**config.mk**
```make
export PLATFORM = sky130hd
export DESIGN_NAME = dm_arbiter_flat
export DESIGN_NICKNAME = d
export VERILOG_FILES = /design/src/rtl/dm_arbiter_pkg.sv /design/src/rtl/dm_arbiter_if.sv /design/src/rtl/dm_arb_rsp.sv /design/src/rtl/dm_arbiter.sv /design/src/flat_wrapper.sv
export SDC_FILE = /design/constraint.sdc
export NUM_CORES = 1
export LEC_CHECK = 0
export CORE_AREA = 4 4 120 122
export DETAILED_ROUTE_END_ITERATION = 6
export DIE_AREA = 0 0 124 126
export GPL_TIMING_DRIVEN = 0
export PLACE_DENSITY = 0.85
export SLEW_MARGIN = 30
export SYNTH_ARGS = -nofsm -noshare
export SYNTH_HDL_FRONTEND = slang
export SYNTH_SLANG_ARGS = --single-unit
```
**constraint.sdc**
```tcl
create_clock -name clk -period 6.3 [get_ports clk]
set_input_delay 1.26 -clock clk [delete_from_list [all_inputs] [get_ports clk]]
set_output_delay 1.26 -clock clk [all_outputs]
set_load 0.005 [all_outputs]
```
**src/rtl/dm_arbiter_pkg.sv**
```systemverilog
// Shared constants and helpers for the two-master data-memory arbiter.
package dm_arbiter_pkg;

    localparam logic       M0            = 1'b0;
    localparam logic       M1            = 1'b1;
    localparam logic [3:0] DM_BE_NONE    = 4'b0000;
    localparam logic [3:0] DM_BE_WORD    = 4'b1111;
    localparam int         DM_ADDR_W_DEF = 12;

    // A word access must fit entirely inside the decoded window.
    function automatic logic dm_addr_legal(input logic [31:0] addr, input int unsigned aw);
        return (addr <= ((32'd1 << aw) - 32'd4));
    endfunction

endpackage

```
**src/rtl/dm_arbiter_if.sv**
```systemverilog
// One master's request/response bundle towards the data-memory arbiter.
interface dm_arbiter_if;
    logic        req;
    logic        we;
    logic [3:0]  be;
    logic [31:0] addr;
    logic [31:0] wdata;
    logic        gnt;
    logic        rvalid;
    logic [31:0] rdata;
    logic        err;

    modport master (output req, we, be, addr, wdata, input gnt, rvalid, rdata, err);
    modport slave  (input req, we, be, addr, wdata, output gnt, rvalid, rdata, err);
endinterface

```
**src/rtl/dm_arb_rsp.sv**
```systemverilog
// Registered response path of one master: read data, read-valid and error pulse.
module dm_arb_rsp (
    input  logic        clk,
    input  logic        rst_n,
    input  logic        i_gnt,
    input  logic        i_we,
    input  logic        i_legal,
    input  logic [31:0] i_dm_out,
    output logic        o_rvalid,
    output logic [31:0] o_rdata,
    output logic        o_err
);

    logic        r_rvalid;
    logic [31:0] r_rdata;
    logic        r_err;
    logic        w_rd_hit;

    assign w_rd_hit = i_gnt && i_legal && !i_we;

    // Capture read data on a legal read grant; flag rejected grants.
    always_ff @(posedge clk or negedge rst_n) begin
        if (!rst_n) begin
            r_rvalid <= 1'b0;
            r_rdata  <= 32'h0000_0000;
            r_err    <= 1'b0;
        end else begin
            r_rvalid <= w_rd_hit;
            r_err    <= i_gnt && !i_legal;
            if (w_rd_hit) begin
                r_rdata <= i_dm_out;
            end
        end
    end

    assign o_rvalid = r_rvalid;
    assign o_rdata  = r_rdata;
    assign o_err    = r_err;

endmodule

```
**src/rtl/dm_arbiter.sv**
```systemverilog
// Round-robin arbiter with bounded master-1 lock and address guard in front of dm.
module dm_arbiter
    import dm_arbiter_pkg::*;
#(
    parameter int ADDR_W   = DM_ADDR_W_DEF,
    parameter int MAX_LOCK = 8
) (
    input  logic          clk,
    input  logic          rst_n,
    dm_arbiter_if.slave   m0,
    dm_arbiter_if.slave   m1,
    input  logic          m1_lock,
    output logic          dm_en,
    output logic [3:0]    dm_byte,
    output logic [31:0]   dm_addr,
    output logic [31:0]   dm_in,
    input  logic [31:0]   dm_out
);

    localparam int              CNT_W   = $clog2(MAX_LOCK + 1);
    localparam logic [CNT_W-1:0] CNT_MAX = CNT_W'(MAX_LOCK);

    logic             r_ptr;
    logic             r_lock_act;
    logic [CNT_W-1:0] r_lock_cnt;
    logic             w_ptr_nxt;
    logic             w_lock_act_nxt;
    logic [CNT_W-1:0] w_lock_cnt_nxt;
    logic             w_forced;
    logic             w_sel_vld;
    logic             w_sel;
    logic             w_we;
    logic [3:0]       w_be;
    logic [31:0]      w_addr;
    logic [31:0]      w_wdata;
    logic             w_legal;
    logic             w_gnt0;
    logic             w_gnt1;

    // State register: round-robin pointer and lock tracking.
    always_ff @(posedge clk or negedge rst_n) begin
        if (!rst_n) begin
            r_ptr      <= M0;
            r_lock_act <= 1'b0;
            r_lock_cnt <= '0;
        end else begin
            r_ptr      <= w_ptr_nxt;
            r_lock_act <= w_lock_act_nxt;
            r_lock_cnt <= w_lock_cnt_nxt;
        end
    end

    // Selection: lock holds m1 until its budget runs out while m0 waits.
    always_comb begin
        w_forced  = r_lock_act && m1.req && m0.req && (r_lock_cnt == CNT_MAX);
        w_sel_vld = 1'b0;
        w_sel     = M0;
        if (w_forced) begin
            w_sel_vld = 1'b1;
            w_sel     = M0;
        end else if (r_lock_act && m1.req) begin
            w_sel_vld = 1'b1;
            w_sel     = M1;
        end else if (m0.req && m1.req) begin
            w_sel_vld = 1'b1;
            w_sel     = r_ptr;
        end else if (m0.req) begin
            w_sel_vld = 1'b1;
            w_sel     = M0;
        end else if (m1.req) begin
            w_sel_vld = 1'b1;
            w_sel     = M1;
        end else begin
            w_sel_vld = 1'b0;
            w_sel     = M0;
        end
    end

    // Next state for pointer and lock.
    always_comb begin
        w_ptr_nxt      = r_ptr;
        w_lock_act_nxt = r_lock_act;
        w_lock_cnt_nxt = r_lock_cnt;
        if (w_sel_vld) begin
            w_ptr_nxt = (w_sel == M0) ? M1 : M0;
        end else begin
            w_ptr_nxt = r_ptr;
        end
        if (w_forced) begin
            w_lock_act_nxt = 1'b0;
            w_lock_cnt_nxt = '0;
        end else if (w_sel_vld && (w_sel == M1) && m1_lock) begin
            w_lock_act_nxt = 1'b1;
            if (m0.req && (r_lock_cnt != CNT_MAX)) begin
                w_lock_cnt_nxt = r_lock_cnt + CNT_W'(1);
            end else begin
                w_lock_cnt_nxt = r_lock_cnt;
            end
        end else if (!m1.req || !m1_lock) begin
            w_lock_act_nxt = 1'b0;
            w_lock_cnt_nxt = '0;
        end else begin
            w_lock_act_nxt = r_lock_act;
            w_lock_cnt_nxt = r_lock_cnt;
        end
    end

    // Route the selected master's request fields.
    always_comb begin
        if (w_sel == M1) begin
            w_we    = m1.we;
            w_be    = m1.be;
            w_addr  = m1.addr;
            w_wdata = m1.wdata;
        end else begin
            w_we    = m0.we;
            w_be    = m0.be;
            w_addr  = m0.addr;
            w_wdata = m0.wdata;
        end
    end

    assign w_legal = w_sel_vld && dm_addr_legal(w_addr, ADDR_W);
    assign w_gnt0  = w_sel_vld && (w_sel == M0);
    assign w_gnt1  = w_sel_vld && (w_sel == M1);
    assign m0.gnt  = w_gnt0;
    assign m1.gnt  = w_gnt1;

    // Memory port drive; rejected or absent accesses leave dm fully quiet.
    always_comb begin
        if (w_legal) begin
            dm_en   = 1'b1;
            dm_byte = w_we ? w_be : DM_BE_NONE;
            dm_addr = w_addr;
            dm_in   = w_wdata;
        end else begin
            dm_en   = 1'b0;
            dm_byte = DM_BE_NONE;
            dm_addr = 32'h0000_0000;
            dm_in   = 32'h0000_0000;
        end
    end

    dm_arb_rsp u_rsp0 (
        .clk      (clk),
        .rst_n    (rst_n),
        .i_gnt    (w_gnt0),
        .i_we     (m0.we),
        .i_legal  (w_legal),
        .i_dm_out (dm_out),
        .o_rvalid (m0.rvalid),
        .o_rdata  (m0.rdata),
        .o_err    (m0.err)
    );

    dm_arb_rsp u_rsp1 (
        .clk      (clk),
        .rst_n    (rst_n),
        .i_gnt    (w_gnt1),
        .i_we     (m1.we),
        .i_legal  (w_legal),
        .i_dm_out (dm_out),
        .o_rvalid (m1.rvalid),
        .o_rdata  (m1.rdata),
        .o_err    (m1.err)
    );

endmodule
```
**src/flat_wrapper.sv**
```systemverilog
// flat-port wrapper written by rule: the top's interface ports become plain ports
module dm_arbiter_flat import dm_arbiter_pkg::*;
#(
    parameter int ADDR_W   = DM_ADDR_W_DEF,
    parameter int MAX_LOCK = 8
)
  (clk, rst_n, m1_lock, dm_en, dm_byte, dm_addr, dm_in, dm_out, m0_req, m0_we, m0_be, m0_addr, m0_wdata, m0_gnt, m0_rvalid, m0_rdata, m0_err, m1_req, m1_we, m1_be, m1_addr, m1_wdata, m1_gnt, m1_rvalid, m1_rdata, m1_err);
  dm_arbiter_if m0_i ();
  dm_arbiter_if m1_i ();
  input  logic clk;
  input  logic rst_n;
  input  logic m1_lock;
  output logic dm_en;
  output logic [3:0] dm_byte;
  output logic [31:0] dm_addr;
  output logic [31:0] dm_in;
  input  logic [31:0] dm_out;
  input wire logic [$bits(m0_i.req)-1:0] m0_req;
  input wire logic [$bits(m0_i.we)-1:0] m0_we;
  input wire logic [$bits(m0_i.be)-1:0] m0_be;
  input wire logic [$bits(m0_i.addr)-1:0] m0_addr;
  input wire logic [$bits(m0_i.wdata)-1:0] m0_wdata;
  output wire logic [$bits(m0_i.gnt)-1:0] m0_gnt;
  output wire logic [$bits(m0_i.rvalid)-1:0] m0_rvalid;
  output wire logic [$bits(m0_i.rdata)-1:0] m0_rdata;
  output wire logic [$bits(m0_i.err)-1:0] m0_err;
  input wire logic [$bits(m1_i.req)-1:0] m1_req;
  input wire logic [$bits(m1_i.we)-1:0] m1_we;
  input wire logic [$bits(m1_i.be)-1:0] m1_be;
  input wire logic [$bits(m1_i.addr)-1:0] m1_addr;
  input wire logic [$bits(m1_i.wdata)-1:0] m1_wdata;
  output wire logic [$bits(m1_i.gnt)-1:0] m1_gnt;
  output wire logic [$bits(m1_i.rvalid)-1:0] m1_rvalid;
  output wire logic [$bits(m1_i.rdata)-1:0] m1_rdata;
  output wire logic [$bits(m1_i.err)-1:0] m1_err;
  assign m0_i.req = m0_req;
  assign m0_i.we = m0_we;
  assign m0_i.be = m0_be;
  assign m0_i.addr = m0_addr;
  assign m0_i.wdata = m0_wdata;
  assign m0_gnt = m0_i.gnt;
  assign m0_rvalid = m0_i.rvalid;
  assign m0_rdata = m0_i.rdata;
  assign m0_err = m0_i.err;
  assign m1_i.req = m1_req;
  assign m1_i.we = m1_we;
  assign m1_i.be = m1_be;
  assign m1_i.addr = m1_addr;
  assign m1_i.wdata = m1_wdata;
  assign m1_gnt = m1_i.gnt;
  assign m1_rvalid = m1_i.rvalid;
  assign m1_rdata = m1_i.rdata;
  assign m1_err = m1_i.err;
  dm_arbiter #(.ADDR_W(ADDR_W), .MAX_LOCK(MAX_LOCK)) u_core (.clk(clk), .rst_n(rst_n), .m0(m0_i), .m1(m1_i), .m1_lock(m1_lock), .dm_en(dm_en), .dm_byte(dm_byte), .dm_addr(dm_addr), .dm_in(dm_in), .dm_out(dm_out));
endmodule
```
==> results of run 1 <==
[per-stage QoR]
stage	std cells	total power [mW]
global placement	877	0.705
CTS	892	1.16
finish	894	1.15
detailed placement	878	0.709
global route	894	1.20
floorplan	408	0.547
[power breakdown]
| part | total (mW) | switching, mW | internal [mW] |
|---|---|---|---|
| Clock | 0.448 | 0.177 | 0.271 |
| Sequential | 0.480 | 0.00181 | 0.478 |
| Combinational | 0.220 | 0.0847 | 0.136 |
| Total | 1.15 | 0.263 | 0.885 |
[critical path, stage by stage]
cell and delay [ns]:
clkdlybuf4s50_1 0.56, nor3b_2 0.22, a311o_1 0.14, buf_4 0.19
inv_2 0.12, nor3_1 0.40, o221ai_2 0.24, clkbuf_1 0.33
a21oi_1 0.21, clkdlybuf4s50_1 0.58
[registers in the layout (all words and copies together), names as in the netlist]
| signal | flops |
|---|---|
| u_core.u_rsp0.o_rdata | 32 |
| u_core.u_rsp1.o_rdata | 32 |
| u_core.r_lock_cnt | 4 |
| u_core.r_lock_act | 1 |
| u_core.r_ptr | 1 |
| u_core.u_rsp0.o_err | 1 |
| u_core.u_rsp0.o_rvalid | 1 |
| u_core.u_rsp1.o_err | 1 |
| u_core.u_rsp1.o_rvalid | 1 |
[logic make-up after synthesis]
logic type,count (synthesis),synth area share
AO/OA/AOI/OAI,57,0.0775
XOR/XNOR,3,0.00662
adder cells (fa/ha/maj),2,0.00630
buffers and inverters,48,0.0722
flip-flops,74,0.466
multiplexers,64,0.210
other,1,0.000945
AND/OR/NAND/NOR,140,0.160
[path summary, 6_finish.rpt]
check | start | end
max | m0_req | dm_addr[10]
min | u_core.u_rsp0.o_rdata[1]$_DFFE_PN0P_ | u_core.u_rsp0.o_rdata[1]$_DFFE_PN0P_
max reg2reg | u_core.r_lock_cnt[0]$_DFFE_PN0P_ | u_core.u_rsp0.o_rdata[19]$_DFFE_PN0P_
min reg2reg | u_core.u_rsp0.o_rdata[1]$_DFFE_PN0P_ | u_core.u_rsp0.o_rdata[1]$_DFFE_PN0P_
max in group asynchronous | rst_n | u_core.u_rsp0.o_rdata[26]$_DFFE_PN0P_
min in group asynchronous | rst_n | u_core.u_rsp0.o_rdata[9]$_DFFE_PN0P_
[area by class of cell]
type / instances / area share
antenna: 2 / 0.000669
buffer: 42 / 0.0353
clock buffer: 11 / 0.0324
clock inverter: 3 / 0.00234
inverter: 6 / 0.00301
multi-input combinational: 286 / 0.254
sequential: 74 / 0.247
tap: 176 / 0.0294
timing repair buffer: 294 / 0.395
[cells in the final DEF (no fill, tap or decap), types with 2 or more instances in the layout]
master / synthesis / final
inv_1: 5 / 5
clkinv_2: 0 / 2
o211ai_1: 2 / 2
nor4_1: 7 / 7
buf_4: 21 / 22
o21ai_0: 3 / 3
xnor2_1: 2 / 2
diode_2: 0 / 2
and2_1: 2 / 2
nor3_1: 3 / 3
dfrtp_1: 74 / 74
nor2_1: 12 / 12
mux2_2: 34 / 34
nand2_1: 91 / 91
buf_6: 3 / 3
clkbuf_1: 14 / 15
ha_1: 2 / 2
conb_1: 1 / 20
or4_1: 2 / 2
mux2_4: 30 / 30
nand4_1: 5 / 5
a21oi_1: 49 / 49
nand3_1: 12 / 12
buf_2: 4 / 4
clkdlybuf4s50_1: 0 / 292
clkbuf_16: 0 / 9
[metal layers]
metal	wire length (um)	GRT usage
met1	5870	0.211
met4	419	0.0793
met2	8010	0.349
met5	0	0
met3	1790	0.0677
==> reports/summary.txt, run 1 <==
CTS tree - done
Worst setup SP type - input port
CTS Root Cell - clkbuf_16
Post-CTS Setup Inserts - 0
Clk slew on worst S/H paths - 0.05 ns
Post-CTS sizing - 0
Critical path class - input port to output port
P&R area growth vs syn - 88.5%
Hold Crit Class - flip-flop to flip-flop
RSZ-0062 raised after global routing - no
Ys async rst share - 1.00
Core Footprint - 13200 sq um
Setup slack after layout - 0.771 ns
Arr. time, crit path - 4.27 ns
Number of synthesized register bits - 74
Initial DRC Count - 140
Worst slew margin - 0.612
# setup viols final - 0
Multi-input gate area - 1900 sq um
Post-DR wirelength/cell - 18.0 um
Die height - 126 um
Yosys warning count - 0
Pre-antenna DRT Iters - 4
GRT Overall Usage - 0.197
Worst Skew - 0.00499 ns
Synth Instances - 389
Leakage - 3.36 nW
First-pass GRT wire length - 23.3 mm
Post-synth EDFFs - 0
Vias in the first global route - 4319
Total CTS buffers - 9
Reported max-cap violation count - 0
I/O Pins - 314
Die area - 15600 sq um
Actual slew at the worst max-slew pin - 0.582 ns
Most common library cells after synthesis - 91 x nand2_1, 74 x dfrtp_1, 49 x a21oi_1, 34 x mux2_2, 30 x mux2_4
Yosys top cell by area - dfrtp_1
Detailed Route WL - 16.1 mm
Port Buffers - 293
Post-Syn Area - 3970 sq um
Highest clock rate - 181 MHz
Endpoint class of the critical path - output port
GP Congestion - 0.852
Cell depth of the worst flop-to-flop path - 10
Final hold slack - 0.500 ns
Syn Area/Cell - 10.2 sq um
Clock sink count - 74
Setup tns final - 0 ns
Register area share after synthesis - 0.466
Clock latency on the worst-skew pair - 0.33 ns
Max Root-Sink Buffers - 2
Status - finished clean
Power per cell area - 153 nW/um^2
Post-DP HPWL - 13.3 mm
Max IR drop VDD - 0.0000812 V
Die width - 124 um
Worst EP required - 5.04 ns
Fin. Hold Viols - 0
Pin count of the biggest net entering global routing - 49
Crit share post-route - 0.878
Initial Util - 0.301
Fillers - 1108
Hold Crit Depth - 1
Overflow after GRT - 0
Placed cell areas - 7220 sq um
Layout cells sized above 1 - 0.158
DRC - 0
DP Worst Slack - 0.589 ns
Hold Buf Count CTS - 0
Synth Flop Type - dfrtp_1
Vias per cell - 4.64
R2r setup slk - 3.49 ns
Library cells used by synthesis - 33
Total Nets Final - 890
Initial antenna violation count - 2
Post-synth top area share - 0.466
Top cells by area, synth - dfrtp_1 47%, mux2_4 11%, mux2_2 9.6%
Max-slew violations - 0
Rows - 42
Vias - 4151
FF+latch area - 1850 sq um
Fin area - 7480 sq um
CTS H-tree depth - 3
Crit path time final - 5.53 ns
Final core occ - 0.567
CP Max Fanout - 10
Top-count cell post-synth - nand2_1
Antenna viol nets, final - 0
Power figures use the tool's default switching activity.
==> inputs of run 2 (changes only) <==
RECOVER_POWER = 100   (was not set)
==> run 2 against run 1 <==
  * The run now ends with max-capacitance violations, max-slew violations left
  * Total power decreased by 0.51%
  * Sequential cell count unchanged
  * Clock power barely moved
  * Non-clock buffer count unchanged
==> reports/summary.txt, run 2 (same netlist as run 1, synthesis figures left out) <==
CP Capture Point - dm_addr[7]
Hold Buf Count CTS - 0
Internal - 0.880 mW
Fin area - 7320 sq um
Worst setup SP type - input port
Port Buffers - 293
Most used cell, CP - dlygate4sd3_1
GP Congestion - 0.852
Endpoint class of the critical path - output port
Post-CTS Setup Inserts - 0
Highest clock rate - 173 MHz
Die height - 126 um
Post-DP HPWL - 13.3 mm
Power per cell area - 156 nW/um^2
Clock latency on the worst-skew pair - 0.32 ns
Crit path buf inv count - 5
Crit share post-route - 0.920
Max-slew violations - 49
Crit-path slowest cell - dlygate4sd3_1
Leakage - 3.62 nW
Vias in the first global route - 4319
RSZ-0062 raised after global routing - no
Status - finished, violations left
P&R area growth vs syn - 84.5%
Post-DR wirelength/cell - 17.9 um
Most frequent cells in the layout - 186 x clkdlybuf4s50_1, 106 x dlygate4sd3_1, 91 x nand2_1, 74 x dfrtp_1, 49 x a21oi_1
Final core occ - 0.555
# setup viols final - 0
Die width - 124 um
Die area - 15600 sq um
Initial antenna violation count - 2
Overall Power - 1.14 mW
Max Root-Sink Buffers - 2
Post-Layout Cell Count - 894
Final hold slack - 0.482 ns
Sequential share of power - 0.420
Worst EP required - 5.04 ns
Critical path class - input port to output port
Placed cell areas - 7220 sq um
Rows - 42
Placed Cells - 878
Vias - 4111
Sw Pwr - 0.262 mW
Post-CTS sizing - 0
Layout cells sized above 1 - 0.103
DP Worst Slack - 0.589 ns
Fin. Hold Viols - 0
Crit path time final - 5.80 ns
GRT Overall Usage - 0.197
Worst-path cell chain - dlygate4sd3_1 -> nor3b_2 -> a311o_1 -> buf_4 -> inv_1 -> nor3_1 -> o221ai_2 -> clkbuf_1 -> a21oi_1 -> dlygate4sd3_1
Clock sink count - 74
Worst slew margin - -0.631
R2R Path End - u_core.u_rsp0.o_rdata[30]$_DFFE_PN0P_
Cell depth of the worst flop-to-flop path - 10
Reported max-cap violation count - 1
CP startpoint - m0_req
Gate power share - 0.188
DRC - 0
Core Footprint - 13200 sq um
CP Max Fanout - 10
First-pass GRT wire length - 23.3 mm
Worst Skew - 0.00498 ns
Clk pwr share - 0.392
Hold Crit Class - flip-flop to flip-flop
CTS tree - done
Vias per cell - 4.60
Initial DRC Count - 127
Detailed Route WL - 16.0 mm
Actual slew at the worst max-slew pin - 2.45 ns
Failing checks - max-capacitance violations, max-slew violations
Arr. time, crit path - 4.54 ns
Max IR drop VDD - 0.0000799 V
I/O Pins - 314
Cell family with most CP delay - buffers and inverters
R2r setup slk - 3.14 ns
Levels on crit path - 10
Total Nets Final - 890
Pin count of the biggest net entering global routing - 49
Commonest non-fill, non-tap cell in the layout - clkdlybuf4s50_1
Pre-antenna DRT Iters - 4
Clk slew on worst S/H paths - 0.05 ns
Switching share of power - 0.230
Total CTS buffers - 9
Overflow after GRT - 0
Antenna viol nets, final - 0
CTS H-tree depth - 3
Initial Util - 0.301
Fillers - 1152
CTS Root Cell - clkbuf_16
Setup slack after layout - 0.504 ns
FF-to-FF Start - u_core.r_lock_cnt[0]$_DFFE_PN0P_
Critical path's largest stage delay - 0.62 ns
Setup tns final - 0 ns
run 2: cell types whose count changed in the layout (fill, tap and decap cells not counted), moves of 4 or more:
cell             previous run  this run
mux2_4                     30         3
dlygate4sd3_1               0       106
clkdlybuf4s50_1           292       186
clkbuf_1                   15        24
buf_2                       4         0
mux2_1                      0        28
run 2: worst register-to-register path, cell delays in order (launching register included):
cell	delay, ns
dfrtp_1	0.41
inv_1	0.06
ha_1	0.18
and3b_1	0.22
a311o_1	0.36
buf_4	0.18
inv_1	0.26
nor3_1	0.17
nand2_1	0.27
clkbuf_1	0.52
mux2_2	0.41
run 2: worst min path at each step:
stage	from	end	slack, ns	cells after the start
floorplan	u_core.r_ptr$_DFFE_PN0P_	u_core.r_ptr$_DFFE_PN0P_	0.50	2
global placement	u_core.u_rsp0.o_rdata[16]$_DFFE_PN0P_	u_core.u_rsp0.o_rdata[16]$_DFFE_PN0P_	0.49	1
global route	u_core.u_rsp1.o_rdata[19]$_DFFE_PN0P_	u_core.u_rsp1.o_rdata[19]$_DFFE_PN0P_	0.50	1
CTS	u_core.u_rsp0.o_rdata[18]$_DFFE_PN0P_	u_core.u_rsp0.o_rdata[18]$_DFFE_PN0P_	0.50	1
finish	u_core.u_rsp1.o_rdata[19]$_DFFE_PN0P_	u_core.u_rsp1.o_rdata[19]$_DFFE_PN0P_	0.48	1
detailed placement	u_core.u_rsp0.o_rdata[18]$_DFFE_PN0P_	u_core.u_rsp0.o_rdata[18]$_DFFE_PN0P_	0.49	1
run 2: metal layers:
metal | GRT usage | vias up | wire length (um)
met4 | 0.0793 | 0 | 381
met3 | 0.0677 | 26 | 1740
met1 | 0.211 | 1908 | 5840
met2 | 0.349 | 222 | 8030
li1 | - | 1955 | -
met5 | 0 | - | 0
run 2: final cells by class:
cell class / instances / area [sq um] / area share
diodes: 2 / 5.00 / 0.000683
plain buffers: 42 / 236 / 0.0323
clock buffers: 11 / 243 / 0.0331
clock inverters: 3 / 17.5 / 0.00239
inverters: 6 / 22.5 / 0.00308
multi-input cells: 286 / 1800 / 0.245
flip-flops and latches: 74 / 1850 / 0.253
well taps: 176 / 220 / 0.0301
repair buffers: 294 / 2930 / 0.400
run 2: power by group through the flow:
stage                     registers [mW]  clock network [mW]  logic, mW
after floorplan                    0.488                   0     0.0586
after global placement             0.488                   0      0.216
after detailed placement           0.488                   0      0.220
after CTS                          0.480               0.459      0.222
after global routing               0.480               0.478      0.234
final                              0.480               0.448      0.214
